[src/rtl/counter_seq_ctrl.sv]
// Command sequencer for a WIDTH-bit up/down counter datapath: loads the start value,
// steps toward the stop value, and reports terminal count, completion and abort.
module counter_seq_ctrl #(
  parameter int WIDTH = 4
) (
  input  logic             clk,
  input  logic             reset_n,
  input  logic             cmd_valid,
  output logic             cmd_ready,
  input  logic [1:0]       cmd_mode,
  input  logic [WIDTH-1:0] cmd_start,
  input  logic [WIDTH-1:0] cmd_stop,
  input  logic             hold,
  input  logic             abort,
  input  logic [WIDTH-1:0] cnt_q,
  output logic             cnt_load,
  output logic [WIDTH-1:0] cnt_load_val,
  output logic             cnt_en,
  output logic             cnt_up,
  output logic             busy,
  output logic             tc_pulse,
  output logic             done,
  output logic             aborted
);

  typedef enum logic [2:0] {
    IDLE,
    LOAD,
    RUN,
    HOLD,
    DONE
  } state_t;

  state_t           state, state_nxt;
  logic [1:0]       mode_r;
  logic [WIDTH-1:0] start_r;
  logic [WIDTH-1:0] stop_r;

  always_ff @(posedge clk) begin
    if (!reset_n) begin
      state   <= IDLE;
      mode_r  <= '0;
      start_r <= '0;
      stop_r  <= '0;
    end else begin
      state <= state_nxt;
      if (state == IDLE && cmd_valid) begin
        mode_r  <= cmd_mode;
        start_r <= cmd_start;
        stop_r  <= cmd_stop;
      end
    end
  end

  // mode_r[1] selects wrap behaviour, mode_r[0] selects down counting
  always_comb begin
    state_nxt = state;
    cmd_ready = 1'b0;
    cnt_load  = 1'b0;
    cnt_en    = 1'b0;
    cnt_up    = (state != IDLE) && !mode_r[0];
    busy      = (state != IDLE);
    tc_pulse  = 1'b0;
    done      = 1'b0;
    aborted   = 1'b0;
    case (state)
      IDLE: begin
        cmd_ready = 1'b1;
        if (cmd_valid) state_nxt = LOAD;
      end
      LOAD: begin
        if (abort) begin
          aborted   = 1'b1;
          state_nxt = IDLE;
        end else begin
          cnt_load  = 1'b1;
          state_nxt = RUN;
        end
      end
      RUN: begin
        if (abort) begin
          aborted   = 1'b1;
          state_nxt = IDLE;
        end else if (cnt_q == stop_r) begin
          tc_pulse = 1'b1;
          if (mode_r[1]) cnt_load = 1'b1;
          else           state_nxt = DONE;
        end else if (hold) begin
          state_nxt = HOLD;
        end else begin
          cnt_en = 1'b1;
        end
      end
      HOLD: begin
        if (abort) begin
          aborted   = 1'b1;
          state_nxt = IDLE;
        end else if (!hold) begin
          state_nxt = RUN;
        end
      end
      DONE: begin
        if (abort) aborted = 1'b1;
        else       done    = 1'b1;
        state_nxt = IDLE;
      end
      default: state_nxt = IDLE;
    endcase
  end

  assign cnt_load_val = cnt_load ? start_r : '0;

endmodule
[config.mk]
export PLATFORM = sky130hd
export DESIGN_NAME = counter_seq_ctrl
export DESIGN_NICKNAME = d
export VERILOG_FILES = /design/src/rtl/counter_seq_ctrl.sv
export SDC_FILE = /design/constraint.sdc
export NUM_CORES = 1
export LEC_CHECK = 0
export CORE_MARGIN = 3
export CORE_UTILIZATION = 45
export CTS_CLUSTER_SIZE = 20
export DETAILED_ROUTE_END_ITERATION = 12
export DONT_BUFFER_PORTS = 1
export SETUP_SLACK_MARGIN = 0.15
export SLEW_MARGIN = 10
export SYNTH_ARGS = -nofsm -noshare
export SYNTH_HDL_FRONTEND = slang
export SYNTH_SLANG_ARGS = --single-unit
[constraint.sdc]
create_clock -name clk -period 2.6 [get_ports clk]
set_input_delay 0.52 -clock clk [delete_from_list [all_inputs] [get_ports clk]]
set_output_delay 0.52 -clock clk [all_outputs]
set_load 0.005 [all_outputs]
==> results of run 1 <==
-- flip-flops by register name (all words and copies together), names as in the netlist --
register / count
state: 3
mode_r: 2
start_r: 4
stop_r: 4
-- final timing paths --
| check | start | end | slack (ps) | cells past startpoint |
|---|---|---|---|---|
| worst max-delay path | stop_r[0] | cnt_load_val[3] | 350 | 5 |
| worst min register to register | mode_r[0] | mode_r[0] | 450 | 2 |
| worst min-delay path | cmd_stop[2] | stop_r[2] | 380 | 2 |
| worst max register to register | state[0] | start_r[3] | 1130 | 4 |
-- worst max-delay path: cells and delay by family (launching register included) --
family	cells	cell delay [ps]
simple gates	3	710
flops	1	320
compound gates	1	250
xor+xnor	1	180
-- kinds of logic after synthesis --
group	share of synthesized area, %
XOR/XNOR	5.05
AND/OR/NAND/NOR	36.6
buffers and inverters	3.97
flip-flops	37.5
AO/OA/AOI/OAI	16.8
-- stage by stage --
step	utilization, %	std cells	hold slack [ps]	setup WS, ps
after floorplan	-	82	430	580
after global placement	50.6	94	438	462
after detailed placement	50.6	94	441	431
after CTS	52.6	98	366	308
after global routing	52.6	98	363	192
final	52.6	98	379	351
-- where the power goes --
group	internal (uW)	switching, uW	leakage [uW]	total (uW)
clock	59.3	58.7	0.0000150	118
sequential	218	19.8	0.000107	237
combinational	38.9	56.3	0.000147	95.2
total	316	135	0.000269	451
-- cells in the mapped netlist --
cell      number  share of area (%)
dfxtp_1       13                 38
nor4b_1        2                2.5
nor3_4         1                2.3
clkbuf_1       1               0.54
nor4_1         1               0.90
buf_6          1                1.6
nor2_2         1               0.90
nor2b_1        1               0.90
nand3b_1       1                1.1
nand4b_1       2                2.5
xor2_1         4                5.1
and2_1         5                4.5
and3_1         2                1.8
o31ai_1        1                1.1
nor2_1         2                1.1
inv_1          1               0.54
nor4_4         1                3.1
nor3_1         1               0.72
inv_2          1               0.54
o21ai_0        1               0.72
nand2_1       21                 11
a211oi_1       1                1.1
a21oi_1        2                1.4
a21boi_2       1                1.6
or3_1          1               0.90
nor3b_1        1                1.1
buf_2          1               0.72
a21boi_1      10                 11
nand2b_1       1               0.90
-- layer usage --
layer  wire length (um)  part of all wire (%)  track usage (%)
met1                610                    45             19.7
met2                564                    42             22.0
met3                161                    12             6.77
met4                 12                  0.89             7.02
met5                  0                     0                0
-- cell type report --
cell class	count	area (um2)
Inverter	2	7.51
Clock buffer	4	26.3
Sequential cell	13	260
Multi-Input combinational cell	64	405
Fill cell	157	648
Tap cell	15	18.8
==> impl_metrics.yaml, run 1 <==
sta:
  setup_viol: 0
  slew_headroom_pct: 74.0
  totalNegativeSetupSlack_ps: 0
  achievable-frequency_mhz: 445
  rsz0062_at_grt: "false"
  hold_violations: 0
  worst_clock_skew_ps: 2.10
  final_max_slew_viol_count: 0
  timing_worst_slew_pin_value_ps: 391
  finalCritPeriodShare_pct: 86.5
  period_minus_slack_ps: 2250
layout:
  layout.cell_area.non_filler_um2: 718
  num-nets-final: 103
  final_cell_mix: "21 x nand2_1, 13 x dfxtp_1, 10 x a21boi_1, 5 x and2_1, 4 x xor2_1"
  area.growth.synth_to_final_pct: 3.61
  antenna_cells: 0
  drive_gt1_share_pct: 9.64
  mostFrequentLayoutCell: "nand2_1"
logic_synthesis:
  synth.net_count: 101
  syn_area_per_cell_um2: 8.45
  synth-seq-cells: 13
  synth_seq_area_share_pct: 37.5
  mappedNetlistArea_um2: 693
  gate_count_of_the_mapped_netlist: 82
  synth-warning-count: 0
  yosys.cell_types.count: 29
global_routing:
  grt-ovfl-total: 0
  grt_pass1_vias: 518
  grt_start_max_net_pins: 14
  initial_antenna_violation_count: 0
  grt.total_usage_pct: 15.4
  grt_first_pass_wirelength_mm: 2.24
cts:
  clock_sink_count: 13
  worstSkewPairLatency_ps: 260
  cts_inserted_buffers: 3
  quantity_of_gates_resized_following_cts: 0
  ctsHoldBuffers: 0
  ctsHtreeMaxLevel: 1
  clk_pin_slew_worst_paths_ps: 70
  ctsRootBufferMaster: "clkbuf_4"
  tritoncts: "built"
  buffer_depth_of_the_longest_clock_path: 2
  postCtsSetupBuffers: 0
route:
  via_count: 559
  drt_first_iter_violations: 4
  wl_per_cell_um: 13.8
  final_antenna_net_count: 0
  drt-pass1-iter-count: 4
  finalWirelength_mm: 1.35
  drt_drc_violations_left: 0
  vias_per_cell: 5.70
power_and_ir_drop:
  power.density_cell_area_nw_per_um2: 627
  power_uw: 451
  vdd.ir_drop.worst_v: 0.000374
  p_leak_uw: 0.000269
outcome:
  run_status: "completed"
min_path:
  class_of_the_tightest_hold_or_removal_check: "primary input to flop"
critical_path:
  slowest_cell_on_the_critical_path: "nor4_4"
  cp-start-kind: "flop"
  cp.required_ps: 2080
  crit_type: "flop to output port"
  worstPathMaxFanout: 5
  cp_slowest_stage_delay_ps: 370
  timing.critical_path.cells: "xor2_1 > nor4_4 > nand4b_1 > a21boi_2 > and2_1"
  worst-endpoint-arrival_ps: 1730
  end_kind: "output port"
floorplanning:
  floorplan.initialDensity_pct: 50.7
  top_level_ports: 31
  core_rows: 13
  design.die.area_um2: 2050
  core_area_um2: 1370
  fp.dieW_um: 45.2
  die-height_um: 45.2
place:
  io_buffer_count: 0
  dpl-instance-area_um2: 692
  globalplace.congestion: 0.791
  detailed_place_hpwl_mm: 1.01
job:
  cap_viol_max_count: 0
Power figures use the tool's default switching activity.
==> run 2, diff against run 1 <==
--- a/config.mk
+++ b/config.mk
@@ -5,12 +5,16 @@
 export SDC_FILE = /design/constraint.sdc
 export NUM_CORES = 1
 export LEC_CHECK = 0
+export CELL_PAD_IN_SITES_DETAIL_PLACEMENT = 0
+export CELL_PAD_IN_SITES_GLOBAL_PLACEMENT = 1
 export CORE_MARGIN = 3
-export CORE_UTILIZATION = 45
+export CORE_UTILIZATION = 44
 export CTS_CLUSTER_SIZE = 20
 export DETAILED_ROUTE_END_ITERATION = 12
 export DONT_BUFFER_PORTS = 1
-export SETUP_SLACK_MARGIN = 0.15
+export PLACE_DENSITY_LB_ADDON = 0.1
+export REMOVE_ABC_BUFFERS = 1
+export SETUP_SLACK_MARGIN = 0.02
 export SLEW_MARGIN = 10
 export SYNTH_ARGS = -nofsm -noshare
 export SYNTH_HDL_FRONTEND = slang
==> impl_metrics.yaml, run 2 (synthesis gave the netlist of run 1 again) <==
cts:
  ctsHtreeMaxLevel: 1
  ctsRootBufferMaster: "clkbuf_4"
  worstSkewPairLatency_ps: 270
  postCtsSetupBuffers: 0
  clk_pin_slew_worst_paths_ps: 70
  quantity_of_gates_resized_following_cts: 0
  tritoncts: "built"
  clock_sink_count: 13
  cts_inserted_buffers: 3
  ctsHoldBuffers: 0
  buffer_depth_of_the_longest_clock_path: 2
sta:
  hold_violations: 0
  setup_viol: 0
  final_max_slew_viol_count: 0
  rsz0062_at_grt: "false"
  timing_worst_slew_pin_value_ps: 380
  totalNegativeSetupSlack_ps: 0
  achievable-frequency_mhz: 450
  finalCritPeriodShare_pct: 85.6
  period_minus_slack_ps: 2220
  slew_headroom_pct: 74.3
  worst_slack_ps: 376
  worst_clock_skew_ps: 1.67
route:
  via_count: 562
  final_antenna_net_count: 0
  drt_first_iter_violations: 9
  finalWirelength_mm: 1.37
  drt-pass1-iter-count: 4
  drt_drc_violations_left: 0
  vias_per_cell: 5.73
  wl_per_cell_um: 14.0
power_and_ir_drop:
  p_leak_uw: 0.000269
  pwr-share-comb_pct: 21.0
  vdd.ir_drop.worst_v: 0.000412
  total_switching_power_uw: 138
  power.density_cell_area_nw_per_um2: 633
  swShare_pct: 30.4
  cell_internal_pwr_uw: 316
  sequentialPowerShare_pct: 52.2
  p_clk_share_pct: 26.8
global_routing:
  grt_first_pass_wirelength_mm: 2.31
  grt_pass1_vias: 520
  grt.total_usage_pct: 15.8
  initial_antenna_violation_count: 0
  grt_start_max_net_pins: 14
  grt-ovfl-total: 0
floorplanning:
  core_rows: 13
  fp.dieW_um: 45.7
  core_area_um2: 1380
  die-height_um: 45.7
  floorplan.initialDensity_pct: 50.1
  design.die.area_um2: 2090
  top_level_ports: 31
layout:
  mostFrequentLayoutCell: "nand2_1"
  fillerInstances: 143
  largest_registers: "start_r x4, stop_r x4, state x3"
  antenna_cells: 0
  area.growth.synth_to_final_pct: 3.61
  num-nets-final: 103
  drive_gt1_share_pct: 9.64
  final_cell_mix: "21 x nand2_1, 13 x dfxtp_1, 10 x a21boi_1, 5 x and2_1, 4 x xor2_1"
  final-instance-count-excl-fill: 98
critical_path:
  cp-start-kind: "flop"
  slowest_cell_on_the_critical_path: "nor4_4"
  r2r-start: "state[0]"
  crit_type: "flop to output port"
  worst_case_reg_to_reg_path_depth: 4
  worstPathMaxFanout: 5
  cp.required_ps: 2080
  register_to_register_setup_slack_ps: 1130
  critical-path-top-delay-family: "simple AND/OR/NAND/NOR gates"
  worst-endpoint-arrival_ps: 1700
  timing.critical_path.from: "stop_r[0]"
  path_buf_inv: 0
  cp_slowest_stage_delay_ps: 360
  end_kind: "output port"
  worstReg2RegEnd: "stop_r[3]"
  worst-path-stages: 5
  timing.critical_path.cells: "xor2_1 > nor4_4 > nand4b_1 > a21boi_2 > and2_1"
outcome:
  run_status: "completed"
job:
  cap_viol_max_count: 0
place:
  placed_cells: 94
  io_buffer_count: 0
  post-place-ws_ps: 443
  globalplace.congestion: 0.754
min_path:
  hold_path_end: "stop_r[2]"
  worst_hold_path.num_cells: 2
  class_of_the_tightest_hold_or_removal_check: "primary input to flop"
  hold_path_startpoint: "cmd_stop[2]"
run 2: cell counts in the layout (fill, tap and decap cells not counted):
No cell type changed its count.
run 2: power groups by stage:
stage                     combinational [uW]  sequential [uW]  clock [uW]
final                                   95.4              237         122
after global routing                     111              241         138
after CTS                               98.3              237         128
after detailed placement                97.7              241           0
after global placement                  96.4              242           0
after floorplan                         81.2              237           0
run 2: area by class of cell:
type	count	area, um2	area share, %
Tap cell	15	18.8	2.61
Sequential cell	13	260	36.2
Multi-Input combinational cell	64	405	56.4
Clock buffer	4	26.3	3.66
Inverter	2	7.51	1.05
run 2: worst max-delay path by stage:
stage                           end  slack [ps]
global placement    cnt_load_val[2]         460
finish              cnt_load_val[2]         380
CTS                 cnt_load_val[2]         330
detailed placement  cnt_load_val[2]         440
global route        cnt_load_val[1]         200
floorplan           cnt_load_val[0]         580
run 2: through the flow:
stage	power [uW]	cell area, um2	util [%]	hold slack (ps)
after floorplan	319	673	-	430
after global placement	338	692	50.0	438
after detailed placement	339	692	50.0	442
after CTS	463	718	51.9	365
after global routing	489	718	51.9	359
final	454	718	51.9	373
run 2: per-layer routing:
layer,vias up,GRT usage [%],wire (um)
met4,0,5.11,9
li1,284,-,-
met3,2,8.30,183
met5,-,0,0
met2,29,22.8,583
met1,247,20.1,592
